--- src/rtl/peak_column_scheduler.sv ---
// peak_column_scheduler
// Reduces two 12-bit sample streams to one peak per window of window_len
// samples per channel and writes both column buffers in the same cycle once
// both channels have completed their window. A freeze input discards
// completed windows instead of emitting them.
//
// Optional build macro: PEAK_DECAY_EN
//   When defined, each emitted column is max(window peak, previous emitted
//   column - DECAY_STEP), clamped at 0, giving a falling-peak display.
//   When undefined, the column is simply the window peak.
module peak_column_scheduler #(
    parameter int DATA_W     = 12,
    parameter int LEN_W      = 16,
    parameter int DECAY_STEP = 16
) (
    input  logic              data_clk,
    input  logic              reset,
    input  logic [DATA_W-1:0] sample_a,
    input  logic              sample_valid_a,
    input  logic [DATA_W-1:0] sample_b,
    input  logic              sample_valid_b,
    input  logic [LEN_W-1:0]  window_len,
    input  logic              freeze,
    output logic [DATA_W-1:0] sink_data_a,
    output logic [DATA_W-1:0] sink_data_b,
    output logic              sink_valid_a,
    output logic              sink_valid_b,
    output logic [LEN_W-1:0]  column_count,
    output logic              column_dropped
);

    localparam logic [LEN_W-1:0] LEN_ONE = LEN_W'(1);

    typedef enum logic {
        ST_ACCUM = 1'b0,
        ST_EMIT  = 1'b1
    } state_t;

    // Unsigned peak of two samples.
    function automatic logic [DATA_W-1:0] f_umax(input logic [DATA_W-1:0] x,
                                                 input logic [DATA_W-1:0] y);
        return (x > y) ? x : y;
    endfunction

    // Previous column minus the decay step, clamped at zero.
    function automatic logic [DATA_W-1:0] f_sat_sub(input logic [DATA_W-1:0] x);
        int unsigned xu;
        int unsigned step;
        xu   = 32'(x);
        step = DECAY_STEP;
        return (xu > step) ? DATA_W'(xu - step) : '0;
    endfunction

    state_t            r_state;
    logic [LEN_W-1:0]  r_len_q;
    logic [LEN_W-1:0]  r_cnt_a;
    logic [LEN_W-1:0]  r_cnt_b;
    logic [DATA_W-1:0] r_max_a;
    logic [DATA_W-1:0] r_max_b;
    logic [DATA_W-1:0] r_sink_a;
    logic [DATA_W-1:0] r_sink_b;
    logic              r_vld;
    logic              r_drop;
    logic [LEN_W-1:0]  r_count;

    logic              w_done;
    logic [LEN_W-1:0]  w_len_eff;
    logic [DATA_W-1:0] w_col_a;
    logic [DATA_W-1:0] w_col_b;

    // A window length of zero behaves as a single-sample window.
    assign w_len_eff = (window_len == '0) ? LEN_ONE : window_len;

    // Both channels have reached the latched window length.
    assign w_done = (r_cnt_a == r_len_q) && (r_cnt_b == r_len_q);

`ifdef PEAK_DECAY_EN
    logic [DATA_W-1:0] r_last_a;
    logic [DATA_W-1:0] r_last_b;

    assign w_col_a = f_umax(r_max_a, f_sat_sub(r_last_a));
    assign w_col_b = f_umax(r_max_b, f_sat_sub(r_last_b));

    // Track the last emitted column per channel; dropped windows leave it alone.
    always_ff @(posedge data_clk) begin
        if (reset) begin
            r_last_a <= '0;
            r_last_b <= '0;
        end else if ((r_state == ST_EMIT) && !freeze) begin
            r_last_a <= w_col_a;
            r_last_b <= w_col_b;
        end
    end
`else
    assign w_col_a = r_max_a;
    assign w_col_b = r_max_b;
`endif

    // Window accumulation, emit/drop sequencing and registered outputs.
    always_ff @(posedge data_clk) begin
        if (reset) begin
            r_state  <= ST_ACCUM;
            r_len_q  <= w_len_eff;
            r_cnt_a  <= '0;
            r_cnt_b  <= '0;
            r_max_a  <= '0;
            r_max_b  <= '0;
            r_sink_a <= '0;
            r_sink_b <= '0;
            r_vld    <= 1'b0;
            r_drop   <= 1'b0;
            r_count  <= '0;
        end else begin
            r_vld  <= 1'b0;
            r_drop <= 1'b0;
            case (r_state)
                ST_ACCUM: begin
                    // A channel that already holds a full window keeps folding
                    // samples into its peak while waiting for the other one.
                    if (sample_valid_a) begin
                        r_max_a <= f_umax(r_max_a, sample_a);
                        if (r_cnt_a < r_len_q) begin
                            r_cnt_a <= r_cnt_a + LEN_ONE;
                        end
                    end
                    if (sample_valid_b) begin
                        r_max_b <= f_umax(r_max_b, sample_b);
                        if (r_cnt_b < r_len_q) begin
                            r_cnt_b <= r_cnt_b + LEN_ONE;
                        end
                    end
                    if (w_done) begin
                        r_state <= ST_EMIT;
                        r_len_q <= w_len_eff;
                    end
                end
                ST_EMIT: begin
                    if (!freeze) begin
                        r_vld    <= 1'b1;
                        r_sink_a <= w_col_a;
                        r_sink_b <= w_col_b;
                        r_count  <= r_count + LEN_ONE;
                    end else begin
                        r_drop <= 1'b1;
                    end
                    // A sample arriving now opens the next window.
                    r_max_a <= sample_valid_a ? sample_a : '0;
                    r_cnt_a <= sample_valid_a ? LEN_ONE : '0;
                    r_max_b <= sample_valid_b ? sample_b : '0;
                    r_cnt_b <= sample_valid_b ? LEN_ONE : '0;
                    r_state <= ST_ACCUM;
                end
                default: begin
                    r_state <= ST_ACCUM;
                end
            endcase
        end
    end

    assign sink_data_a    = r_sink_a;
    assign sink_data_b    = r_sink_b;
    assign sink_valid_a   = r_vld;
    assign sink_valid_b   = r_vld;
    assign column_count   = r_count;
    assign column_dropped = r_drop;

endmodule

--- config.mk ---
export PLATFORM = sky130hd
export DESIGN_NAME = peak_column_scheduler
export DESIGN_NICKNAME = d
export VERILOG_FILES = /design/src/rtl/peak_column_scheduler.sv
export SDC_FILE = /design/constraint.sdc
export NUM_CORES = 1
export LEC_CHECK = 0
export BUFFER_PORTS_ARGS = -buffer_cell sky130_fd_sc_hd__clkbuf_2
export CORE_UTILIZATION = 45
export DETAILED_ROUTE_END_ITERATION = 10
export PLACE_DENSITY = 0.78
export SYNTH_ARGS = -nofsm -noshare
export SYNTH_HDL_FRONTEND = slang
export SYNTH_SLANG_ARGS = --single-unit
--- constraint.sdc ---
create_clock -name data_clk -period 2.3 [get_ports data_clk]
set_input_delay 0.46 -clock data_clk [delete_from_list [all_inputs] [get_ports data_clk]]
set_output_delay 0.46 -clock data_clk [all_outputs]
set_load 0.1 [all_outputs]
==> results of run 1 <==
==> metal layers <==
metal  track usage, %  vias up
li1                 -     2562
met1            25.34     2402
met2            33.45      102
met3            4.446       20
met4            10.09        0
met5                0        -
==> flip-flops by register name (all words and copies together) (netlist names) <==
signal	flops
r_state	1
r_len_q	16
r_cnt_a	16
column_count	16
sink_data_b	12
r_max_b	12
r_max_a	12
sink_data_a	12
sink_valid_a	1
column_dropped	1
r_cnt_b	16
==> power groups by stage <==
stage | Clock, mW | Combinational [mW] | Sequential [mW]
after global routing | 2.72 | 0.412 | 2.14
after floorplan | 0 | 0.224 | 2.16
after CTS | 2.64 | 0.358 | 2.13
after global placement | 0 | 0.345 | 2.17
after detailed placement | 0 | 0.352 | 2.18
final | 2.59 | 0.366 | 2.14
==> repair_timing <==
action / in CTS / in global routing
pin swaps: 1 / 23
resized for setup: 2 / 25
endpoints found under the setup margin: 4 / 20
setup buffers: 2 / 5
hold buffers: 0 / 0
==> worst min path at each step <==
stage                                           start                     endpoint  slack (ns)  cells after the start
after floorplan               r_max_b[0]$_SDFFE_PP0P_  sink_data_b[0]$_SDFFE_PP0P_        0.45                      2
after global placement    sink_data_a[1]$_SDFFE_PP0P_  sink_data_a[1]$_SDFFE_PP0P_        0.44                      2
after detailed placement  sink_data_b[7]$_SDFFE_PP0P_  sink_data_b[7]$_SDFFE_PP0P_        0.45                      2
after CTS                              window_len[11]    r_len_q[11]$_SDFFCE_PN0P_        0.21                      1
after global routing                   window_len[15]    r_len_q[15]$_SDFFCE_PN0P_        0.22                      1
final                                  window_len[15]    r_len_q[15]$_SDFFCE_PN0P_        0.23                      1
==> synth_stat cells, drive strengths merged, types with 3 or more instances <==
master and n:
o31ai 8, a21o 5, nand2b 4, xnor2 4, o211ai 5, inv 46
edfxtp 16, nor2 30, nor2b 6, and2 3, or3 15, nand4 17
nand3 23, dfxtp 99, and4 3, o21ai 21, and3 10, o21a 5
nor4 6, a22o 24, buf 13, clkbuf 25, nand2 80, xor2 11
ha 59, or4 9, or2 5, a21oi 69
==> cells in the final DEF, fill, tap and decap left out, types with 4 or more instances in the layout <==
cell type	n
sky130_fd_sc_hd__a22o_1	24
sky130_fd_sc_hd__nand2b_1	4
sky130_fd_sc_hd__edfxtp_1	16
sky130_fd_sc_hd__xnor2_1	4
sky130_fd_sc_hd__xor2_1	11
sky130_fd_sc_hd__or4_4	4
sky130_fd_sc_hd__clkbuf_2	87
sky130_fd_sc_hd__nand4_1	16
sky130_fd_sc_hd__and3_1	10
sky130_fd_sc_hd__nor2b_1	5
sky130_fd_sc_hd__dfxtp_2	5
sky130_fd_sc_hd__nor4_1	4
sky130_fd_sc_hd__o21a_1	5
sky130_fd_sc_hd__buf_4	40
sky130_fd_sc_hd__o211ai_1	5
sky130_fd_sc_hd__inv_1	44
sky130_fd_sc_hd__a21oi_1	59
sky130_fd_sc_hd__o21ai_0	10
sky130_fd_sc_hd__a21o_1	5
sky130_fd_sc_hd__ha_1	58
sky130_fd_sc_hd__nor2_1	30
sky130_fd_sc_hd__or4_1	5
sky130_fd_sc_hd__clkbuf_16	17
sky130_fd_sc_hd__a21oi_2	10
sky130_fd_sc_hd__or3_1	12
sky130_fd_sc_hd__nand2_1	80
sky130_fd_sc_hd__o21ai_1	10
sky130_fd_sc_hd__dfxtp_1	94
sky130_fd_sc_hd__nand3_1	22
sky130_fd_sc_hd__o31ai_1	8
==> critical path: stages (launching register included) <==
cell	delay (ns)
sky130_fd_sc_hd__edfxtp_1	0.37
sky130_fd_sc_hd__inv_2	0.11
sky130_fd_sc_hd__ha_1	0.25
sky130_fd_sc_hd__nor2b_1	0.13
sky130_fd_sc_hd__o211a_1	0.24
sky130_fd_sc_hd__o21ai_4	0.22
sky130_fd_sc_hd__nand4_4	0.19
sky130_fd_sc_hd__or4b_1	0.54
sky130_fd_sc_hd__a21oi_1	0.15
==> cell type report <==
cell class	count	area, sq um
clock buffers	20	456.7
clock inverters	12	130.1
fillers	1111	5243
inverters	46	172.7
multi-input cells	453	3147
flip-flops and latches	115	2469
well taps	172	215.2
repair buffers	130	787.0
==> cell families after synthesis <==
| logic type | share of synthesized area [%] |
|---|---|
| adder cells (fa/ha/maj) | 12.68 |
| flip-flops | 42.30 |
| multiplexers | 0.3439 |
| AO/OA/AOI/OAI | 17.45 |
| XOR/XNOR | 2.257 |
| buffers and inverters | 5.674 |
| AND/OR/NAND/NOR | 19.30 |
==> stage by stage <==
step	power, mW	util, %	TNS (ns)	hold WS (ns)	cell area, sq um
floorplan	2.388	-	0	0.4452	5828
global placement	2.519	52.45	-0.8074	0.4421	6619
detailed placement	2.528	52.45	-1.636	0.4468	6619
CTS	5.131	57.28	0	0.2143	7228
global route	5.273	58.46	-0.3279	0.2207	7377
finish	5.092	58.46	0	0.2336	7377
==> impl_results.html, run 1 <==
<table>
<tr><th>Metric</th><th>Value</th></tr>
<tr><th colspan="2">Critical path</th></tr>
<tr><td>Critical path peak fanout</td><td>8</td></tr>
<tr><td>CP endpoint kind</td><td>flip-flop</td></tr>
<tr><td>Crit path launch type</td><td>flip-flop</td></tr>
<tr><td>FF-to-FF setup slack</td><td>0.02 ns</td></tr>
<tr><td>Start point of the critical path</td><td>r_len_q[1]$_SDFFCE_PN0P_</td></tr>
<tr><td>Reg-to-reg startpoint</td><td>r_len_q[1]$_SDFFCE_PN0P_</td></tr>
<tr><td>Worst setup path category</td><td>reg2reg</td></tr>
<tr><td>Endpoint of the lowest-slack register-to-register path</td><td>r_cnt_a[8]$_SDFFE_PP0P_</td></tr>
<tr><td>Required time worst endpoint</td><td>2.65 ns</td></tr>
<tr><td>Setup crit end</td><td>r_cnt_a[8]$_SDFFE_PP0P_</td></tr>
<tr><td>Arrival time of the worst setup path</td><td>2.63 ns</td></tr>
<tr><td>Depth of the worst register-to-register path</td><td>8</td></tr>
<tr><th colspan="2">Global route</th></tr>
<tr><td>Vias in the first global route</td><td>4,696</td></tr>
<tr><td>Wire length of the first global-routing pass</td><td>21.14 mm</td></tr>
<tr><td>Largest net degree at the start of global routing</td><td>30</td></tr>
<tr><td>Overall fraction of global-route tracks in use</td><td>20.36%</td></tr>
<tr><td>Global route overflow</td><td>0</td></tr>
<tr><td>Antenna violations before repair</td><td>0</td></tr>
<tr><th colspan="2">Layout</th></tr>
<tr><td>Final Non-Filler Cells</td><td>948</td></tr>
<tr><td>Share of layout cells above drive strength 1</td><td>25.52%</td></tr>
<tr><td>Nets</td><td>867</td></tr>
<tr><td>Final antenna diode count</td><td>0</td></tr>
<tr><td>Layout Area Growth over Synthesis</td><td>26.71%</td></tr>
<tr><th colspan="2">Pwr</th></tr>
<tr><td>Power share of the combinational group</td><td>7.2%</td></tr>
<tr><td>Static leakage</td><td>3.223 nW</td></tr>
<tr><td>Internal power</td><td>3.913 mW</td></tr>
<tr><td>Sequential share of power</td><td>42.0%</td></tr>
<tr><td>Power density normalized to cell area</td><td>690.2 nW/um^2</td></tr>
<tr><td>Share of power burned in the clock network</td><td>50.9%</td></tr>
<tr><td>Switching power</td><td>1.178 mW</td></tr>
<tr><td>Worst vdd rail ir drop</td><td>0.0005564 V</td></tr>
<tr><td>Net switching share of the total power</td><td>23.14%</td></tr>
<tr><th colspan="2">STA</th></tr>
<tr><td>Relative slew slack</td><td>62.61%</td></tr>
<tr><td>Actual slew at the worst max-slew pin</td><td>0.5632 ns</td></tr>
<tr><td>Setup repair after global routing missed its margin</td><td>true</td></tr>
<tr><td>Min Clock Period, post-route</td><td>2.281 ns</td></tr>
<tr><td>Fin worst setup slack</td><td>0.01941 ns</td></tr>
<tr><td>Final number of hold-violating endpoints</td><td>0</td></tr>
<tr><td>Setup Viol. Count Final</td><td>0</td></tr>
<tr><td>Final Cycle Share</td><td>99.16%</td></tr>
<tr><td>Worst-case clock skew</td><td>0.008118 ns</td></tr>
<tr><td>Maximum operating frequency</td><td>438.5 MHz</td></tr>
<tr><td>Final slew viol count</td><td>0</td></tr>
<tr><th colspan="2">Placement</th></tr>
<tr><td>Final weighted congestion in routability-driven placement</td><td>0.8769</td></tr>
<tr><td>Pre-CTS worst setup slack</td><td>-0.09497 ns</td></tr>
<tr><td>Placed insts</td><td>909</td></tr>
<tr><td>Detail Placement HPWL</td><td>9.392 mm</td></tr>
<tr><td>Number of port buffers</td><td>87</td></tr>
<tr><th colspan="2">Synth</th></tr>
<tr><td>Portion of the post-synthesis area used by sequential elements</td><td>42.30%</td></tr>
<tr><td>Cell area after synthesis</td><td>5822 sq um</td></tr>
<tr><td>Dominant synthesized flop cell</td><td>sky130_fd_sc_hd__dfxtp_1</td></tr>
<tr><td>Number of enable flip-flop cells after synthesis</td><td>16</td></tr>
<tr><td>Post-synthesis sequential element count</td><td>115</td></tr>
<tr><td>Post-Syn Nets</td><td>756</td></tr>
<tr><td>Cells taking the most area after synthesis</td><td>sky130_fd_sc_hd__dfxtp_1, sky130_fd_sc_hd__ha_1, sky130_fd_sc_hd__edfxtp_1</td></tr>
<tr><td>Synthesized netlist cell count</td><td>652</td></tr>
<tr><td>FFs w/ async S/R, synth</td><td>0%</td></tr>
<tr><td>Cell variety after synth</td><td>60</td></tr>
<tr><td>Synth area leader</td><td>sky130_fd_sc_hd__dfxtp_1</td></tr>
<tr><td>Synthesized area per cell</td><td>8.929 sq um</td></tr>
<tr><td>Warnings, synthesis</td><td>0</td></tr>
<tr><td>Area share of the largest cell type after synthesis</td><td>34.04%</td></tr>
<tr><th colspan="2">Detailed routing</th></tr>
<tr><td>Number of design-rule violations left by the first detailed-router iteration</td><td>245</td></tr>
<tr><td>Met3 wire length</td><td>453 microns</td></tr>
<tr><td>Drt first pass iters</td><td>5</td></tr>
<tr><td>Via count</td><td>5,086</td></tr>
<tr><td>WL per Instance</td><td>13.95 microns</td></tr>
<tr><td>Uppermost routed layer</td><td>met4</td></tr>
<tr><td>DR vias/cell</td><td>5.365</td></tr>
<tr><td>Number of nets still failing antenna checks after routing</td><td>0</td></tr>
<tr><td>Wire length on met1</td><td>6.117 mm</td></tr>
<tr><td>Final wirelength</td><td>13.22 mm</td></tr>
<tr><td>Detailed route wirelength on metal2</td><td>6.397 mm</td></tr>
<tr><td>Residual DRC count</td><td>0</td></tr>
<tr><th colspan="2">Floorplanning</th></tr>
<tr><td>DIE WIDTH</td><td>115.7 microns</td></tr>
<tr><td>Core ar.</td><td>12,620 sq um</td></tr>
<tr><td>Io pins</td><td>88</td></tr>
<tr><td>Height of the chip</td><td>115.7 microns</td></tr>
<tr><td>Die area</td><td>13,400 sq um</td></tr>
<tr><td>Standard-cell rows</td><td>41</td></tr>
<tr><td>Effective utilization at floorplan</td><td>46.13%</td></tr>
<tr><th colspan="2">CTS</th></tr>
<tr><td>CTS tree</td><td>yes</td></tr>
<tr><td>Inserted Clock Buffers</td><td>17</td></tr>
<tr><td>Number of H-tree branching levels</td><td>4</td></tr>
<tr><td>Number of buffers on the longest clock path</td><td>2</td></tr>
<tr><td>Clock root cell</td><td>sky130_fd_sc_hd__clkbuf_16</td></tr>
<tr><td>Skew-Pair Late Insertion Delay</td><td>0.42 ns</td></tr>
<tr><td>Clock transition time at the flip-flop clock pins of the worst setup and hold paths</td><td>0.05 ns</td></tr>
<tr><td># clock sinks</td><td>115</td></tr>
<tr><th colspan="2">Worst hold path</th></tr>
<tr><td>Class of the worst hold path</td><td>in2reg</td></tr>
<tr><th colspan="2">Status</th></tr>
<tr><td>Run status</td><td>finished, final reports clean</td></tr>
<tr><th colspan="2">Run</th></tr>
<tr><td>Max Cap Violations</td><td>0</td></tr>
</table>
Power figures use the tool's default switching activity.
==> inputs of run 2 (changes only) <==
==> constraint.sdc (replaced) <==
create_clock -name data_clk -period 2.3 [get_ports data_clk]
set_input_delay 0.46 -clock data_clk [delete_from_list [all_inputs] [get_ports data_clk]]
set_output_delay 0.46 -clock data_clk [all_outputs]
set_load 0.02 [all_outputs]
==> impl_results.html, run 2 (synthesized netlist as in run 1, its figures left out) <==
<table>
<tr><th>Metric</th><th>Value</th></tr>
<tr><th colspan="2">Status</th></tr>
<tr><td>Run status</td><td>finished, final reports clean</td></tr>
<tr><th colspan="2">Detailed routing</th></tr>
<tr><td>WL per Instance</td><td>13.99 microns</td></tr>
<tr><td>Number of design-rule violations left by the first detailed-router iteration</td><td>211</td></tr>
<tr><td>Drt first pass iters</td><td>4</td></tr>
<tr><td>Via count</td><td>5,033</td></tr>
<tr><td>DR vias/cell</td><td>5.303</td></tr>
<tr><td>Number of nets still failing antenna checks after routing</td><td>0</td></tr>
<tr><td>Final wirelength</td><td>13.27 mm</td></tr>
<tr><td>Residual DRC count</td><td>0</td></tr>
<tr><th colspan="2">STA</th></tr>
<tr><td>Final Cycle Share</td><td>98.04%</td></tr>
<tr><td>Setup Viol. Count Final</td><td>0</td></tr>
<tr><td>Fin worst setup slack</td><td>0.04513 ns</td></tr>
<tr><td>Relative slew slack</td><td>62.41%</td></tr>
<tr><td>Final number of hold-violating endpoints</td><td>0</td></tr>
<tr><td>Setup repair after global routing missed its margin</td><td>true</td></tr>
<tr><td>Actual slew at the worst max-slew pin</td><td>0.5560 ns</td></tr>
<tr><td>Aggregate negative setup slack</td><td>0 ns</td></tr>
<tr><td>Min Clock Period, post-route</td><td>2.255 ns</td></tr>
<tr><td>Maximum operating frequency</td><td>443.5 MHz</td></tr>
<tr><td>Final slew viol count</td><td>0</td></tr>
<tr><td>Worst-case clock skew</td><td>0.01024 ns</td></tr>
<tr><th colspan="2">Global route</th></tr>
<tr><td>Largest net degree at the start of global routing</td><td>31</td></tr>
<tr><td>M2 GR Usage</td><td>32.69%</td></tr>
<tr><td>Most congested layer reported by global routing</td><td>met2</td></tr>
<tr><td>Overall fraction of global-route tracks in use</td><td>19.59%</td></tr>
<tr><td>Antenna violations before repair</td><td>0</td></tr>
<tr><td>GR Util met1</td><td>24.21%</td></tr>
<tr><td>Vias in the first global route</td><td>4,535</td></tr>
<tr><td>Wire length of the first global-routing pass</td><td>20.35 mm</td></tr>
<tr><td>Global routing usage on met3</td><td>5.596%</td></tr>
<tr><td>Global route overflow</td><td>0</td></tr>
<tr><th colspan="2">CTS</th></tr>
<tr><td>Inserted Clock Buffers</td><td>17</td></tr>
<tr><td># clock sinks</td><td>115</td></tr>
<tr><td>Hold_buf cts</td><td>0</td></tr>
<tr><td>Number of H-tree branching levels</td><td>4</td></tr>
<tr><td>CTS tree</td><td>yes</td></tr>
<tr><td>Skew-Pair Late Insertion Delay</td><td>0.42 ns</td></tr>
<tr><td>Number of buffers on the longest clock path</td><td>2</td></tr>
<tr><td>Clock transition time at the flip-flop clock pins of the worst setup and hold paths</td><td>0.06 ns</td></tr>
<tr><td>Clock root cell</td><td>sky130_fd_sc_hd__clkbuf_16</td></tr>
<tr><th colspan="2">Layout</th></tr>
<tr><td>Layout Area Growth over Synthesis</td><td>27.21%</td></tr>
<tr><td>Commonest non-fill, non-tap cells in the layout</td><td>sky130_fd_sc_hd__dfxtp_1, sky130_fd_sc_hd__clkbuf_2, sky130_fd_sc_hd__nand2_1, sky130_fd_sc_hd__a21oi_1, sky130_fd_sc_hd__ha_1</td></tr>
<tr><td>Footprint of the multi-input gates</td><td>3163 sq um</td></tr>
<tr><td>Number of filler instances in the final layout</td><td>1,102</td></tr>
<tr><td>Combined flip-flop and latch cell area</td><td>2462 sq um</td></tr>
<tr><td>Nets</td><td>869</td></tr>
<tr><td>Post-route cell area</td><td>7406 sq um</td></tr>
<tr><td>Final core utilization</td><td>58.69%</td></tr>
<tr><td>Final Non-Filler Cells</td><td>949</td></tr>
<tr><td>Most common cell after layout, fill and taps aside</td><td>sky130_fd_sc_hd__dfxtp_1</td></tr>
<tr><td>Final antenna diode count</td><td>0</td></tr>
<tr><td>Share of layout cells above drive strength 1</td><td>24.58%</td></tr>
<tr><th colspan="2">Placement</th></tr>
<tr><td>Placed insts</td><td>909</td></tr>
<tr><td>Detail Placement HPWL</td><td>9.276 mm</td></tr>
<tr><td>Pre-CTS worst setup slack</td><td>-0.1332 ns</td></tr>
<tr><td>Number of port buffers</td><td>87</td></tr>
<tr><td>Final weighted congestion in routability-driven placement</td><td>0.8630</td></tr>
<tr><td>Instance area after placement</td><td>6600 sq um</td></tr>
<tr><th colspan="2">Critical path</th></tr>
<tr><td>CP endpoint kind</td><td>flip-flop</td></tr>
<tr><td>Required time worst endpoint</td><td>2.65 ns</td></tr>
<tr><td>FF-to-FF setup slack</td><td>0.05 ns</td></tr>
<tr><td>Arrival time of the worst setup path</td><td>2.60 ns</td></tr>
<tr><td>Critical path peak fanout</td><td>5</td></tr>
<tr><td>Crit path launch type</td><td>flip-flop</td></tr>
<tr><td>Worst setup path category</td><td>reg2reg</td></tr>
<tr><th colspan="2">Floorplanning</th></tr>
<tr><td>Core ar.</td><td>12,620 sq um</td></tr>
<tr><td>Effective utilization at floorplan</td><td>46.13%</td></tr>
<tr><td>Standard-cell rows</td><td>41</td></tr>
<tr><td>Height of the chip</td><td>115.7 microns</td></tr>
<tr><td>Die area</td><td>13,400 sq um</td></tr>
<tr><td>DIE WIDTH</td><td>115.7 microns</td></tr>
<tr><td>Io pins</td><td>88</td></tr>
<tr><th colspan="2">Pwr</th></tr>
<tr><td>Worst vdd rail ir drop</td><td>0.0006887 V</td></tr>
<tr><td>Static leakage</td><td>3.243 nW</td></tr>
<tr><td>Power density normalized to cell area</td><td>700.5 nW/um^2</td></tr>
<tr><th colspan="2">Run</th></tr>
<tr><td>Max Cap Violations</td><td>0</td></tr>
<tr><th colspan="2">Worst hold path</th></tr>
<tr><td>Class of the worst hold path</td><td>in2reg</td></tr>
</table>
[run 2: worst paths after layout]
check / start / endpoint / depth (start not counted)
max reg2reg: r_len_q[13]$_SDFFCE_PN0P_ / r_cnt_a[8]$_SDFFE_PP0P_ / 8
min reg2reg: sink_data_a[1]$_SDFFE_PP0P_ / sink_data_a[1]$_SDFFE_PP0P_ / 2
max: r_len_q[13]$_SDFFCE_PN0P_ / r_cnt_a[8]$_SDFFE_PP0P_ / 8
min: window_len[13] / r_len_q[13]$_SDFFCE_PN0P_ / 1
[run 2: where the power goes]
part / internal (mW) / total [mW] / switching, mW
clock network: 1.77 / 2.68 / 0.908
registers: 2.10 / 2.14 / 0.0398
logic: 0.174 / 0.373 / 0.198
total: 4.04 / 5.19 / 1.15
[run 2: stage by stage]
| step | power (mW) | hold WS, ns |
|---|---|---|
| 6_report | 5.188 | 0.2306 |
| 2_1_floorplan | 2.388 | 0.4452 |
| 5_1_grt | 5.371 | 0.2179 |
| 4_1_cts | 5.226 | 0.2124 |
| 3_5_place_dp | 2.532 | 0.4456 |
| 3_3_place_gp | 2.521 | 0.4428 |
[run 2: worst max-delay path, cell delays in order, from the launching register on]
cell	delay (ns)
sky130_fd_sc_hd__edfxtp_1	0.38
sky130_fd_sc_hd__inv_2	0.12
sky130_fd_sc_hd__ha_1	0.27
sky130_fd_sc_hd__a211oi_2	0.22
sky130_fd_sc_hd__nor2_1	0.11
sky130_fd_sc_hd__nor2_4	0.21
sky130_fd_sc_hd__nand4_4	0.17
sky130_fd_sc_hd__or4b_1	0.54
sky130_fd_sc_hd__a21oi_1	0.15
[run 2: repair_timing]
action / 4_1_cts / 5_1_grt
endpoints found under the setup margin: 12 / 21
cloned: 0 / 1
gates resized for setup: 1 / 27
pin swaps: 1 / 16
setup buffers: 2 / 6
[run 2: cell type report]
class	instances	area share, %
Sequential cell	115	33.25
Multi-Input combinational cell	454	42.71
Tap cell	172	2.906
Clock buffer	24	6.944
Timing Repair Buffer	131	10.61
Inverter	46	2.331
Clock inverter	7	1.250
[run 2: routing by layer]
metal  wire length, microns  share of wire, %  vias to the layer above
met4                    152               1.1                        0
li1                       -                 -                     2568
met1                   6217                47                     2348
met3                    534               4.0                       13
met5                      0                 0                        -
met2                   6368                48                      104
==> inputs of run 3 (changes only) <==
--- a/config.mk
+++ b/config.mk
@@ -6,9 +6,10 @@
 export NUM_CORES = 1
 export LEC_CHECK = 0
 export BUFFER_PORTS_ARGS = -buffer_cell sky130_fd_sc_hd__clkbuf_2
-export CORE_UTILIZATION = 45
+export CORE_UTILIZATION = 52
 export DETAILED_ROUTE_END_ITERATION = 10
-export PLACE_DENSITY = 0.78
+export PLACE_DENSITY = 0.87
+export SKIP_LAST_GASP = 1
 export SYNTH_ARGS = -nofsm -noshare
 export SYNTH_HDL_FRONTEND = slang
 export SYNTH_SLANG_ARGS = --single-unit
==> impl_results.html, run 3 (synthesized netlist as in run 1, its figures left out) <==
<table>
<tr><th>Metric</th><th>Value</th></tr>
<tr><th colspan="2">Floorplanning</th></tr>
<tr><td>Core ar.</td><td>10,890 sq um</td></tr>
<tr><td>Standard-cell rows</td><td>38</td></tr>
<tr><td>Effective utilization at floorplan</td><td>53.47%</td></tr>
<tr><td>Die area</td><td>11,620 sq um</td></tr>
<tr><td>Height of the chip</td><td>107.8 microns</td></tr>
<tr><td>DIE WIDTH</td><td>107.8 microns</td></tr>
<tr><td>Io pins</td><td>88</td></tr>
<tr><th colspan="2">Worst hold path</th></tr>
<tr><td>Hold-critical path endpoint</td><td>r_len_q[9]$_SDFFCE_PN0P_</td></tr>
<tr><td>Cells on Worst Hold Path</td><td>1</td></tr>
<tr><td>Start point of the worst min-delay path</td><td>window_len[9]</td></tr>
<tr><td>Class of the worst hold path</td><td>in2reg</td></tr>
<tr><th colspan="2">Critical path</th></tr>
<tr><td>Arrival time of the worst setup path</td><td>2.75 ns</td></tr>
<tr><td>Crit path launch type</td><td>flip-flop</td></tr>
<tr><td>CP endpoint kind</td><td>flip-flop</td></tr>
<tr><td>Endpoint of the lowest-slack register-to-register path</td><td>r_cnt_a[14]$_SDFFE_PP0P_</td></tr>
<tr><td>Worst setup path category</td><td>reg2reg</td></tr>
<tr><td>Required time worst endpoint</td><td>2.76 ns</td></tr>
<tr><td>Depth of the worst register-to-register path</td><td>8</td></tr>
<tr><td>FF-to-FF setup slack</td><td>0.004 ns</td></tr>
<tr><td>Critical path peak fanout</td><td>7</td></tr>
<tr><td>Reg-to-reg startpoint</td><td>r_len_q[1]$_SDFFCE_PN0P_</td></tr>
<tr><th colspan="2">CTS</th></tr>
<tr><td>CTS tree</td><td>yes</td></tr>
<tr><td>Number of buffers on the longest clock path</td><td>2</td></tr>
<tr><td>Number of H-tree branching levels</td><td>4</td></tr>
<tr><td>Hold_buf cts</td><td>0</td></tr>
<tr><td>Clock transition time at the flip-flop clock pins of the worst setup and hold paths</td><td>0.06 ns</td></tr>
<tr><td>Skew-Pair Late Insertion Delay</td><td>0.54 ns</td></tr>
<tr><td>Clock root cell</td><td>sky130_fd_sc_hd__clkbuf_8</td></tr>
<tr><td>Inserted Clock Buffers</td><td>17</td></tr>
<tr><td># clock sinks</td><td>115</td></tr>
<tr><th colspan="2">Detailed routing</th></tr>
<tr><td>Drt first pass iters</td><td>5</td></tr>
<tr><td>WL per Instance</td><td>15.69 microns</td></tr>
<tr><td>DR vias/cell</td><td>5.779</td></tr>
<tr><td>Number of design-rule violations left by the first detailed-router iteration</td><td>392</td></tr>
<tr><td>Number of nets still failing antenna checks after routing</td><td>0</td></tr>
<tr><td>Final wirelength</td><td>14.26 mm</td></tr>
<tr><td>Residual DRC count</td><td>0</td></tr>
<tr><td>Via count</td><td>5,253</td></tr>
<tr><th colspan="2">STA</th></tr>
<tr><td>Min Clock Period, post-route</td><td>2.296 ns</td></tr>
<tr><td>Setup repair after global routing missed its margin</td><td>true</td></tr>
<tr><td>Final Cycle Share</td><td>99.83%</td></tr>
<tr><td>Relative slew slack</td><td>71.90%</td></tr>
<tr><td>Worst-case clock skew</td><td>0.009045 ns</td></tr>
<tr><td>Actual slew at the worst max-slew pin</td><td>0.4161 ns</td></tr>
<tr><td>Setup Viol. Count Final</td><td>0</td></tr>
<tr><td>Final slew viol count</td><td>0</td></tr>
<tr><td>Aggregate negative setup slack</td><td>0 ns</td></tr>
<tr><td>Maximum operating frequency</td><td>435.5 MHz</td></tr>
<tr><td>Final number of hold-violating endpoints</td><td>0</td></tr>
<tr><td>Fin worst setup slack</td><td>0.003869 ns</td></tr>
<tr><td>Hold slack final</td><td>0.1113 ns</td></tr>
<tr><th colspan="2">Global route</th></tr>
<tr><td>Global route overflow</td><td>0</td></tr>
<tr><td>Wire length of the first global-routing pass</td><td>22.81 mm</td></tr>
<tr><td>Overall fraction of global-route tracks in use</td><td>25.22%</td></tr>
<tr><td>Vias in the first global route</td><td>5,072</td></tr>
<tr><td>Largest net degree at the start of global routing</td><td>29</td></tr>
<tr><td>Antenna violations before repair</td><td>0</td></tr>
<tr><th colspan="2">Placement</th></tr>
<tr><td>Final weighted congestion in routability-driven placement</td><td>0.9044</td></tr>
<tr><td>Number of port buffers</td><td>87</td></tr>
<tr><td>Pre-CTS worst setup slack</td><td>-0.1466 ns</td></tr>
<tr><td>Detail Placement HPWL</td><td>10.04 mm</td></tr>
<tr><th colspan="2">Layout</th></tr>
<tr><td>Most common cell after layout, fill and taps aside</td><td>sky130_fd_sc_hd__dfxtp_1</td></tr>
<tr><td>Final core utilization</td><td>66.23%</td></tr>
<tr><td>Nets</td><td>861</td></tr>
<tr><td>Number of filler instances in the final layout</td><td>827</td></tr>
<tr><td>Share of layout cells above drive strength 1</td><td>23.02%</td></tr>
<tr><td>Layout Area Growth over Synthesis</td><td>23.86%</td></tr>
<tr><td>Commonest non-fill, non-tap cells in the layout</td><td>sky130_fd_sc_hd__dfxtp_1, sky130_fd_sc_hd__clkbuf_2, sky130_fd_sc_hd__nand2_1, sky130_fd_sc_hd__a21oi_1, sky130_fd_sc_hd__ha_1</td></tr>
<tr><td>Final antenna diode count</td><td>0</td></tr>
<tr><th colspan="2">Status</th></tr>
<tr><td>Run status</td><td>finished, final reports clean</td></tr>
<tr><th colspan="2">Pwr</th></tr>
<tr><td>Static leakage</td><td>3.160 nW</td></tr>
<tr><td>PnR Total Power</td><td>4.848 mW</td></tr>
<tr><td>Worst vdd rail ir drop</td><td>0.0006206 V</td></tr>
<tr><td>Power density normalized to cell area</td><td>672.4 nW/um^2</td></tr>
<tr><th colspan="2">Run</th></tr>
<tr><td>Max Cap Violations</td><td>0</td></tr>
</table>
run 3: worst max-delay path by stage:
stage	startpoint	endpoint	slack, ns	cells after the start
after floorplan	sample_a[5]	r_max_a[10]$_SDFFE_PP0P_	0.06	9
after global placement	sample_a[5]	r_max_a[1]$_SDFFE_PP0P_	-0.07	10
after detailed placement	sample_a[5]	r_max_a[5]$_SDFFE_PP0P_	-0.15	10
after CTS	r_len_q[1]$_SDFFCE_PN0P_	r_cnt_a[14]$_SDFFE_PP0P_	0.0002	8
after global routing	r_len_q[1]$_SDFFCE_PN0P_	r_cnt_a[14]$_SDFFE_PP0P_	-0.09	8
final	r_len_q[1]$_SDFFCE_PN0P_	r_cnt_a[14]$_SDFFE_PP0P_	0.004	8
run 3: layout make-up:
cell class / instances / area [sq um] / share of cell area (%)
Clock buffer: 25 / 464.2 / 6.438
Inverter: 46 / 172.7 / 2.395
Clock inverter: 6 / 57.56 / 0.7982
Tap cell: 140 / 175.2 / 2.429
Sequential cell: 115 / 2462 / 34.15
Timing Repair Buffer: 124 / 739.5 / 10.26
Multi-Input combinational cell: 453 / 3139 / 43.54
run 3: critical path, stage by stage (launching register included):
cell and delay (ns):
sky130_fd_sc_hd__edfxtp_1 0.39, sky130_fd_sc_hd__inv_2 0.12, sky130_fd_sc_hd__ha_1 0.26, sky130_fd_sc_hd__nor2b_1 0.14
sky130_fd_sc_hd__o211a_1 0.24, sky130_fd_sc_hd__o21ai_4 0.18, sky130_fd_sc_hd__nand4_4 0.17, sky130_fd_sc_hd__or4_1 0.54
sky130_fd_sc_hd__a21oi_1 0.18
run 3: per-stage QoR:
stage | cells | area (sq um)
6_report | 909 | 7211
3_5_place_dp | 870 | 6520
2_1_floorplan | 652 | 5822
3_3_place_gp | 870 | 6520
5_1_grt | 909 | 7211
4_1_cts | 901 | 7049
run 3: what timing repair did:
item | in CTS | in global routing
cloned | 0 | 1
gates resized for setup | 2 | 19
endpoints found under the setup margin | 10 | 19
setup buffers | 0 | 7
pin swaps | 1 | 19
run 3: layer usage:
| layer | GRT usage, % | share of wire (%) | up-vias |
|---|---|---|---|
| met2 | 42.17 | 50 | 138 |
| met4 | 12.33 | 2.3 | 0 |
| met1 | 29.78 | 43 | 2537 |
| met5 | 0 | 0 | - |
| li1 | - | - | 2545 |
| met3 | 6.719 | 4.3 | 33 |
run 3: report_power, final:
part	switching [mW]	internal, mW	total (mW)
logic	0.210	0.172	0.382
clock network	0.857	1.47	2.33
registers	0.0422	2.10	2.14
total	1.11	3.74	4.85
